[config.mk]
export PLATFORM = sky130hd
export DESIGN_NAME = aud_play_dsp
export DESIGN_NICKNAME = d
export VERILOG_FILES = /design/src/rtl/aud_pkg.sv /design/src/rtl/aud_lrck_edge.sv /design/src/rtl/aud_play_dsp.sv
export SDC_FILE = /design/constraint.sdc
export NUM_CORES = 1
export LEC_CHECK = 0
export CAP_MARGIN = 20
export CORE_ASPECT_RATIO = 1.75
export CORE_MARGIN = 2
export CORE_UTILIZATION = 69
export CTS_CLUSTER_SIZE = 25
export DETAILED_ROUTE_END_ITERATION = 16
export PLACE_DENSITY = 0.89
export SETUP_SLACK_MARGIN = 0.15
export SYNTH_ARGS = -nofsm -noshare
export SYNTH_HDL_FRONTEND = slang
export SYNTH_SLANG_ARGS = --single-unit
[constraint.sdc]
create_clock -name i_clk -period 19.6 [get_ports i_clk]
set_input_delay 3.92 -clock i_clk [delete_from_list [all_inputs] [get_ports i_clk]]
set_output_delay 3.92 -clock i_clk [all_outputs]
set_load 0.005 [all_outputs]
[src/rtl/aud_pkg.sv]
// Shared types and constants for the audio playback DSP.
// Holds mode/state enums and the Q1.15 reciprocal helper.
package aud_pkg;

  typedef enum logic [1:0] {
    MODE_NORMAL     = 2'd0,
    MODE_FAST       = 2'd1,
    MODE_SLOW_CONST = 2'd2,
    MODE_SLOW_LIN   = 2'd3
  } mode_e;

  typedef enum logic [1:0] {
    ST_IDLE  = 2'd0,
    ST_PRIME = 2'd1,
    ST_RUN   = 2'd2,
    ST_PAUSE = 2'd3
  } state_e;

  localparam int RCP_W = 17;

  // round(32768/n); n=1 gives 32768, hence 17 bits.
  function automatic logic [RCP_W-1:0] recip(input int n);
    return RCP_W'((32768 + n / 2) / n);
  endfunction

endpackage

[src/rtl/aud_lrck_edge.sv]
// DAC LR clock synchroniser and falling-edge detector.
// In: i_clk, i_rst_n, i_lrck (async). Out: o_tick (1 cycle).
module aud_lrck_edge #(
  parameter int SYNC_STAGES = 2
) (
  input  logic i_clk,
  input  logic i_rst_n,
  input  logic i_lrck,
  output logic o_tick
);

  logic [SYNC_STAGES-1:0] sync_q, sync_d;
  logic                   dly_q, dly_d;

  if (SYNC_STAGES == 1) begin : g_s1
    assign sync_d = i_lrck;
  end else begin : g_sn
    assign sync_d = {sync_q[SYNC_STAGES-2:0], i_lrck};
  end

  assign dly_d  = sync_q[SYNC_STAGES-1];
  assign o_tick = ~sync_q[SYNC_STAGES-1] & dly_q;

  always_ff @(posedge i_clk or negedge i_rst_n) begin
    if (!i_rst_n) begin
      sync_q <= '0;
      dly_q  <= 1'b0;
    end else begin
      sync_q <= sync_d;
      dly_q  <= dly_d;
    end
  end

endmodule

[src/rtl/aud_play_dsp.sv]
// Audio playback DSP: SRAM fetch, speed/interp, one sample per LRCK fall.
// In: ctrl, mode/speed/window, i_daclrck, i_sram_data. Out: SRAM rd, DAC, busy/done.
module aud_play_dsp
  import aud_pkg::*;
#(
  parameter int DATA_W      = 16,
  parameter int ADDR_W      = 20,
  parameter int SPD_W       = 3,
  parameter int SRAM_LAT    = 1,
  parameter int SYNC_STAGES = 2
) (
  input  logic              i_clk,
  input  logic              i_rst_n,
  input  logic              i_start,
  input  logic              i_pause,
  input  logic              i_stop,
  input  logic [1:0]        i_mode,
  input  logic [SPD_W-1:0]  i_speed,
  input  logic              i_reverse,
  input  logic              i_daclrck,
  input  logic [ADDR_W-1:0] i_start_addr,
  input  logic [ADDR_W-1:0] i_end_addr,
  input  logic [DATA_W-1:0] i_sram_data,
  output logic [ADDR_W-1:0] o_sram_addr,
  output logic              o_sram_rd,
  output logic [DATA_W-1:0] o_dac_data,
  output logic              o_dac_valid,
  output logic              o_busy,
  output logic              o_done
);

  localparam int KW   = SPD_W + 1;
  localparam int NMAX = 1 << SPD_W;
  localparam int DW1  = DATA_W + 1;
  localparam int AW1  = ADDR_W + 1;
  localparam int PW   = DW1 + KW + RCP_W;

  logic tick;

  aud_lrck_edge #(
    .SYNC_STAGES(SYNC_STAGES)
  ) u_edge (
    .i_clk  (i_clk),
    .i_rst_n(i_rst_n),
    .i_lrck (i_daclrck),
    .o_tick (tick)
  );

  state_e              state_q, state_d;
  mode_e               mode_q, mode_d;
  logic [SPD_W-1:0]    spd_q, spd_d;
  logic                rev_q, rev_d;
  logic [ADDR_W-1:0]   sa_q, sa_d;
  logic [ADDR_W-1:0]   ea_q, ea_d;
  logic [ADDR_W-1:0]   addr_q, addr_d;
  logic [DATA_W-1:0]   prev_q, prev_d;
  logic [DATA_W-1:0]   curr_q, curr_d;
  logic [DATA_W-1:0]   dac_q, dac_d;
  logic [KW-1:0]       k_q, k_d;
  logic                valid_q, valid_d;
  logic                done_q, done_d;
  logic                rd_q, rd_d;
  logic                pend_q, pend_d;
  logic [SRAM_LAT-1:0] lat_q, lat_d, lat_nxt;
  logic                cap;

  // Read-latency shift register: top bit marks i_sram_data valid.
  if (SRAM_LAT == 1) begin : g_lat1
    assign lat_nxt = rd_q;
  end else begin : g_latn
    assign lat_nxt = {lat_q[SRAM_LAT-2:0], rd_q};
  end

  assign cap = lat_q[SRAM_LAT-1];

  logic [RCP_W-1:0] rcp_tab [NMAX];

  for (genvar i = 0; i < NMAX; i++) begin : g_rcp
    assign rcp_tab[i] = recip(i + 1);
  end

  logic [KW-1:0]      n_w, k_inc, hold;
  logic [AW1-1:0]     step, fwd_nxt, rev_lim;
  logic               slow, lin, seg_end, win_end;
  logic [DW1-1:0]     diff;
  logic signed [PW-1:0] d_x, k_x, r_x, prod;
  logic [DATA_W-1:0]  interp, samp;

  assign n_w   = {1'b0, spd_q} + KW'(1);
  assign k_inc = k_q + KW'(1);
  assign slow  = mode_q[1];
  assign lin   = mode_q == MODE_SLOW_LIN;
  assign hold  = slow ? n_w : KW'(1);
  assign step  = (mode_q == MODE_FAST) ? AW1'(n_w) : AW1'(1);

  // One extra bit catches address carry-out at the window edge.
  assign fwd_nxt = {1'b0, addr_q} + step;
  assign rev_lim = {1'b0, sa_q} + step;
  assign win_end = rev_q ? ({1'b0, addr_q} < rev_lim)
                         : (fwd_nxt > {1'b0, ea_q});
  assign seg_end = k_inc == hold;

  assign diff = {curr_q[DATA_W-1], curr_q}
              - {prev_q[DATA_W-1], prev_q};
  assign d_x  = {{(PW-DW1){diff[DW1-1]}}, diff};
  assign k_x  = {{(PW-KW){1'b0}}, k_inc};
  assign r_x  = {{(PW-RCP_W){1'b0}}, rcp_tab[spd_q]};
  assign prod = d_x * k_x * r_x;

  assign interp = prev_q + DATA_W'(prod >>> 15);
  assign samp   = (lin && k_inc < n_w) ? interp : curr_q;

  always_comb begin
    state_d = state_q;
    mode_d  = mode_q;
    spd_d   = spd_q;
    rev_d   = rev_q;
    sa_d    = sa_q;
    ea_d    = ea_q;
    addr_d  = addr_q;
    prev_d  = prev_q;
    curr_d  = curr_q;
    k_d     = k_q;
    dac_d   = dac_q;
    valid_d = 1'b0;
    done_d  = 1'b0;
    rd_d    = 1'b0;
    pend_d  = pend_q;
    lat_d   = lat_nxt;

    if (cap) curr_d = i_sram_data;

    unique case (state_q)
      ST_IDLE: begin
        dac_d = '0;
        if (!i_pause && i_start) begin
          if (i_start_addr > i_end_addr) begin
            done_d = 1'b1;
          end else begin
            mode_d  = mode_e'(i_mode);
            spd_d   = i_speed;
            rev_d   = i_reverse;
            sa_d    = i_start_addr;
            ea_d    = i_end_addr;
            addr_d  = i_reverse ? i_end_addr
                                : i_start_addr;
            prev_d  = '0;
            curr_d  = '0;
            k_d     = '0;
            pend_d  = 1'b0;
            rd_d    = 1'b1;
            state_d = ST_PRIME;
          end
        end
      end
      ST_PRIME: begin
        if (i_pause) pend_d = 1'b1;
        if (cap) begin
          state_d = (pend_q || i_pause) ? ST_PAUSE
                                        : ST_RUN;
          pend_d  = 1'b0;
        end
      end
      ST_RUN: begin
        if (i_pause) begin
          state_d = ST_PAUSE;
          dac_d   = '0;
        end else if (tick) begin
          dac_d   = samp;
          valid_d = 1'b1;
          k_d     = k_inc;
          if (seg_end) begin
            prev_d = curr_q;
            k_d    = '0;
            mode_d = mode_e'(i_mode);
            spd_d  = i_speed;
            rev_d  = i_reverse;
            if (win_end) begin
              state_d = ST_IDLE;
              done_d  = 1'b1;
              mode_d  = MODE_NORMAL;
              spd_d   = '0;
              rev_d   = 1'b0;
              sa_d    = '0;
              ea_d    = '0;
              addr_d  = '0;
              prev_d  = '0;
              curr_d  = '0;
            end else begin
              addr_d = rev_q ? addr_q - ADDR_W'(step)
                             : addr_q + ADDR_W'(step);
              rd_d   = 1'b1;
            end
          end
        end
      end
      ST_PAUSE: begin
        dac_d = '0;
        if (!i_pause && i_start) state_d = ST_RUN;
      end
      default: state_d = ST_IDLE;
    endcase

    if (i_stop) begin
      state_d = ST_IDLE;
      mode_d  = MODE_NORMAL;
      spd_d   = '0;
      rev_d   = 1'b0;
      sa_d    = '0;
      ea_d    = '0;
      addr_d  = '0;
      prev_d  = '0;
      curr_d  = '0;
      k_d     = '0;
      dac_d   = '0;
      valid_d = 1'b0;
      done_d  = 1'b0;
      rd_d    = 1'b0;
      pend_d  = 1'b0;
      lat_d   = '0;
    end
  end

  always_ff @(posedge i_clk or negedge i_rst_n) begin
    if (!i_rst_n) begin
      state_q <= ST_IDLE;
      mode_q  <= MODE_NORMAL;
      spd_q   <= '0;
      rev_q   <= 1'b0;
      sa_q    <= '0;
      ea_q    <= '0;
      addr_q  <= '0;
      prev_q  <= '0;
      curr_q  <= '0;
      k_q     <= '0;
      dac_q   <= '0;
      valid_q <= 1'b0;
      done_q  <= 1'b0;
      rd_q    <= 1'b0;
      pend_q  <= 1'b0;
      lat_q   <= '0;
    end else begin
      state_q <= state_d;
      mode_q  <= mode_d;
      spd_q   <= spd_d;
      rev_q   <= rev_d;
      sa_q    <= sa_d;
      ea_q    <= ea_d;
      addr_q  <= addr_d;
      prev_q  <= prev_d;
      curr_q  <= curr_d;
      k_q     <= k_d;
      dac_q   <= dac_d;
      valid_q <= valid_d;
      done_q  <= done_d;
      rd_q    <= rd_d;
      pend_q  <= pend_d;
      lat_q   <= lat_d;
    end
  end

  assign o_sram_addr = addr_q;
  assign o_sram_rd   = rd_q;
  assign o_dac_data  = dac_q;
  assign o_dac_valid = valid_q;
  assign o_busy      = state_q != ST_IDLE;
  assign o_done      = done_q;

endmodule

==> impl_results.md <==
- Synth Cell Area: 23300 um^2
- FP Rows: 89
- WL met3: around 6.5 mm
- MaxCap Viol Count: 0
- Slew headroom: under 10%
- Die Ht: around 250 um
- Fill count: around 2500
- Crit-path max FO: 11
- Count of final setup violators: 0
- DR vias: 20900
- Arrival @ worst endpoint: approximately 15000 ps
- RePlAce Congestion: between 1 and 1.5
- Residual DRC: 0
- Routed Wire Length: a little over 80 mm
- Worst-path clk slew: 60 ps
- TritonCTS clock tree: done
- Ratio of cells with drive above 1 in the final layout: about 3.8%
- Chip width: around 140 um
- Via density: approximately 6.4
- Layout Nets: ~3400
- Leakage: approximately 13 nW
- Net Sw Power: around 1.1 mW
- Vias in the first global route: roughly 23000
- Initial Utilization: 69.4%
- Post-synth cell types: ~80
- PD cells: ~80 nW/um^2
- Clock Path Buffers: 2
- Final TNS setup: 0 ps
- Clock Sink Count: ~130
- Synth Net Count: roughly 3400
- Post-synth ARST share: between 90% and 100%
- IO Port Bufs: approximately 110
- Register area: ~3200 um^2
- Post-synthesis cell count: 2735
- Met1 Wirelength: between 20 and 25 mm
- Antenna-violating nets left: 0
- F_max: approximately 0.07 GHz
- Fin crit share: between 70% and 80%
- DR top layer: met5
- Antenna violations before repair: 6
- Die area: around 35000 um^2
- Post-CTS setup buffer count: 0
- DRT iter0 DRCs: 1525
- CTS Buf Count: 17
- Slew Limit Fails: 0
- Place WS: around 5500 ps
- Comb power frac: about two thirds
- Routed wl met2: 41.0 mm
- Worst clock skew: 10.3 ps
- First-pass GRT wire length: around 130 mm
- Reg power frac: 16.6%
- Post-route setup slack: between 5000 and 6000 ps
- Area Growth Syn to Fin: 8.91%
- Largest net degree at the start of global routing: between 70 and 80
- Status: complete, no violations
- Root Buffer: clkbuf_16
- Congestion Overflow GR: 0
- Hold Crit Class: flop to flop
- DRT Pass-1 Iters: 6
- Crit path capture type: flop
- Sequential share of the synthesized area: roughly 14%
- Reg2reg path depth: 54
- Critical Path RT: around 20000 ps
- Gr usage total: between 40% and 50%
- Hold Path Stages: 0
- Max H-tree Level: 4
- Min Tclk post-route: 14460 ps
- Critical path startpoint category: flop
- Synth warnings: 0
- PnR Total Power: around 2.1 mW
- Least-Margin Pin Slew: about 1400 ps
- WL/cell: 25.2 um
- Switching Share: about half
- CP max stage delay: about 870 ps
- Final hold vios: 0
- Top_reg_cell synth: dfrtp_1
- Number of synthesized flops with an enable pin: 0
- Register bit total from synthesis: approximately 130
- WHS: 368 ps
- Maximum VDD drop: between 100 and 150 uV
- CORE AREA: 33500 um^2
- Avg Inst Size Synth: 8.50 um^2
- Worst skew pair latency: around 440 ps
- Multi-input logic area: between 15000 and 20000 um^2
- CP max-delay cell: xnor2_1
- Post-CTS sizing: 0
- I/O Pins: ~110
- Clk network pwr share: between 15 and 20%
- Hold_buf cts: 0
- RSZ-0062 raised after global routing: false
- Pint: about 1 mW
- Setup Crit Path Kind: flop to flop
- Dpl hpwl: ~66 mm
final timing paths:
check / from / to / slack (ps)
min reg2reg: u_edge.sync_q[0] / u_edge.sync_q[1] / 370
max: prev_q[1] / o_dac_data[15] / 5140
max reg2reg: prev_q[1] / o_dac_data[15] / 5140
max in group asynchronous: i_rst_n / ea_q[14] / 14570
min in group asynchronous: i_rst_n / state_q[1] / 3540
min: u_edge.sync_q[0] / u_edge.sync_q[1] / 370
synthesized netlist by cell type, drive strengths merged, types with 16 or more instances:
master,instances,share of area [%]
nand4,55,1.5
o21a,19,0.61
and3,20,0.54
a21o,38,1.2
nand3,44,0.95
inv,556,9.0
mux2i,45,1.9
dfrtp,128,14
a21boi,16,0.52
nor3,36,0.77
a22o,25,0.94
nand2,237,3.8
fa,313,27
xor2,46,1.7
nand2b,21,0.56
ha,254,14
o21ai,74,1.6
or2,23,0.62
clkbuf,86,1.4
a21oi,120,2.6
nor2,265,4.3
xnor2,85,3.3
nor2b,32,0.86
or3,17,0.46
and2,16,0.43
critical path, delay by kind of cell, from the launching register on:
kind            cells  cell delay (ps)
compound gates     18             3830
buf+inv             9              680
fa+ha+maj          12             5370
xor+xnor            6             2400
flops               1              420
simple gates        9             1640
sequential cells by signal, indices dropped and copies added (netlist names), 3 cells and up:
| register | count |
|---|---|
| curr_q | 16 |
| ea_q | 20 |
| k_q | 4 |
| o_dac_data | 16 |
| o_sram_addr | 20 |
| prev_q | 16 |
| sa_q | 20 |
| spd_q | 3 |
layout make-up:
type | instances | area share (%)
multi-input cells | 1957 | 69.5
flip-flops and latches | 128 | 12.6
inverters | 557 | 8.25
repair buffers | 134 | 5.00
well taps | 455 | 2.25
clock buffers | 19 | 1.75
clock inverters | 12 | 0.538
diodes | 5 | 0.0494
metal layers:
metal	up-vias	GRT usage (%)
met5	-	0
met4	2	55.4
met3	640	13.9
met2	1254	83.5
met1	10000	41.7
li1	8928	-
power by group through the flow:
stage,logic (mW),clock network [mW],registers (mW)
finish,1.41,0.324,0.345
global route,1.54,0.331,0.348
CTS,1.37,0.320,0.343
detailed placement,1.36,0,0.346
global placement,1.30,0,0.344
floorplan,0.947,0,0.331
through the flow:
stage                     cells  area (um^2)  utilization [%]
final                      3267        25300             75.6
after global routing       3265        25300             75.6
after CTS                  3260        25300             75.5
after detailed placement   3229        24700             73.8
after global placement     3229        24700             73.8
after floorplan            2735        23300                -
placed cells by master, fill, tap and decap left out, drive strengths merged, types with 17 or more instances in the layout:
cell             n
inv            558
fa             313
nor2           265
ha             254
nand2          237
dfrtp          128
a21oi          120
clkdlybuf4s50  105
xnor2           85
o21ai           74
nand4           55
xor2            46
mux2i           45
nand3           44
a21o            38
nor3            36
nor2b           32
buf             29
a22o            25
or2             23
nand2b          21
and3            20
o21a            19
clkbuf          19
or3             17
cells by family (layout without fill, tap and decap cells):
family | Yosys count | after routing | share of synthesized area, %
fa+ha+maj | 567 | 567 | 40.6
mux | 53 | 53 | 2.32
compound gates | 400 | 400 | 11.4
other cells | 0 | 5 | 0
xor+xnor | 133 | 133 | 5.19
simple gates | 804 | 804 | 16.2
flops | 128 | 128 | 13.8
buf+inv | 650 | 722 | 10.5
No activity file was read; power rests on OpenSTA's default activity.
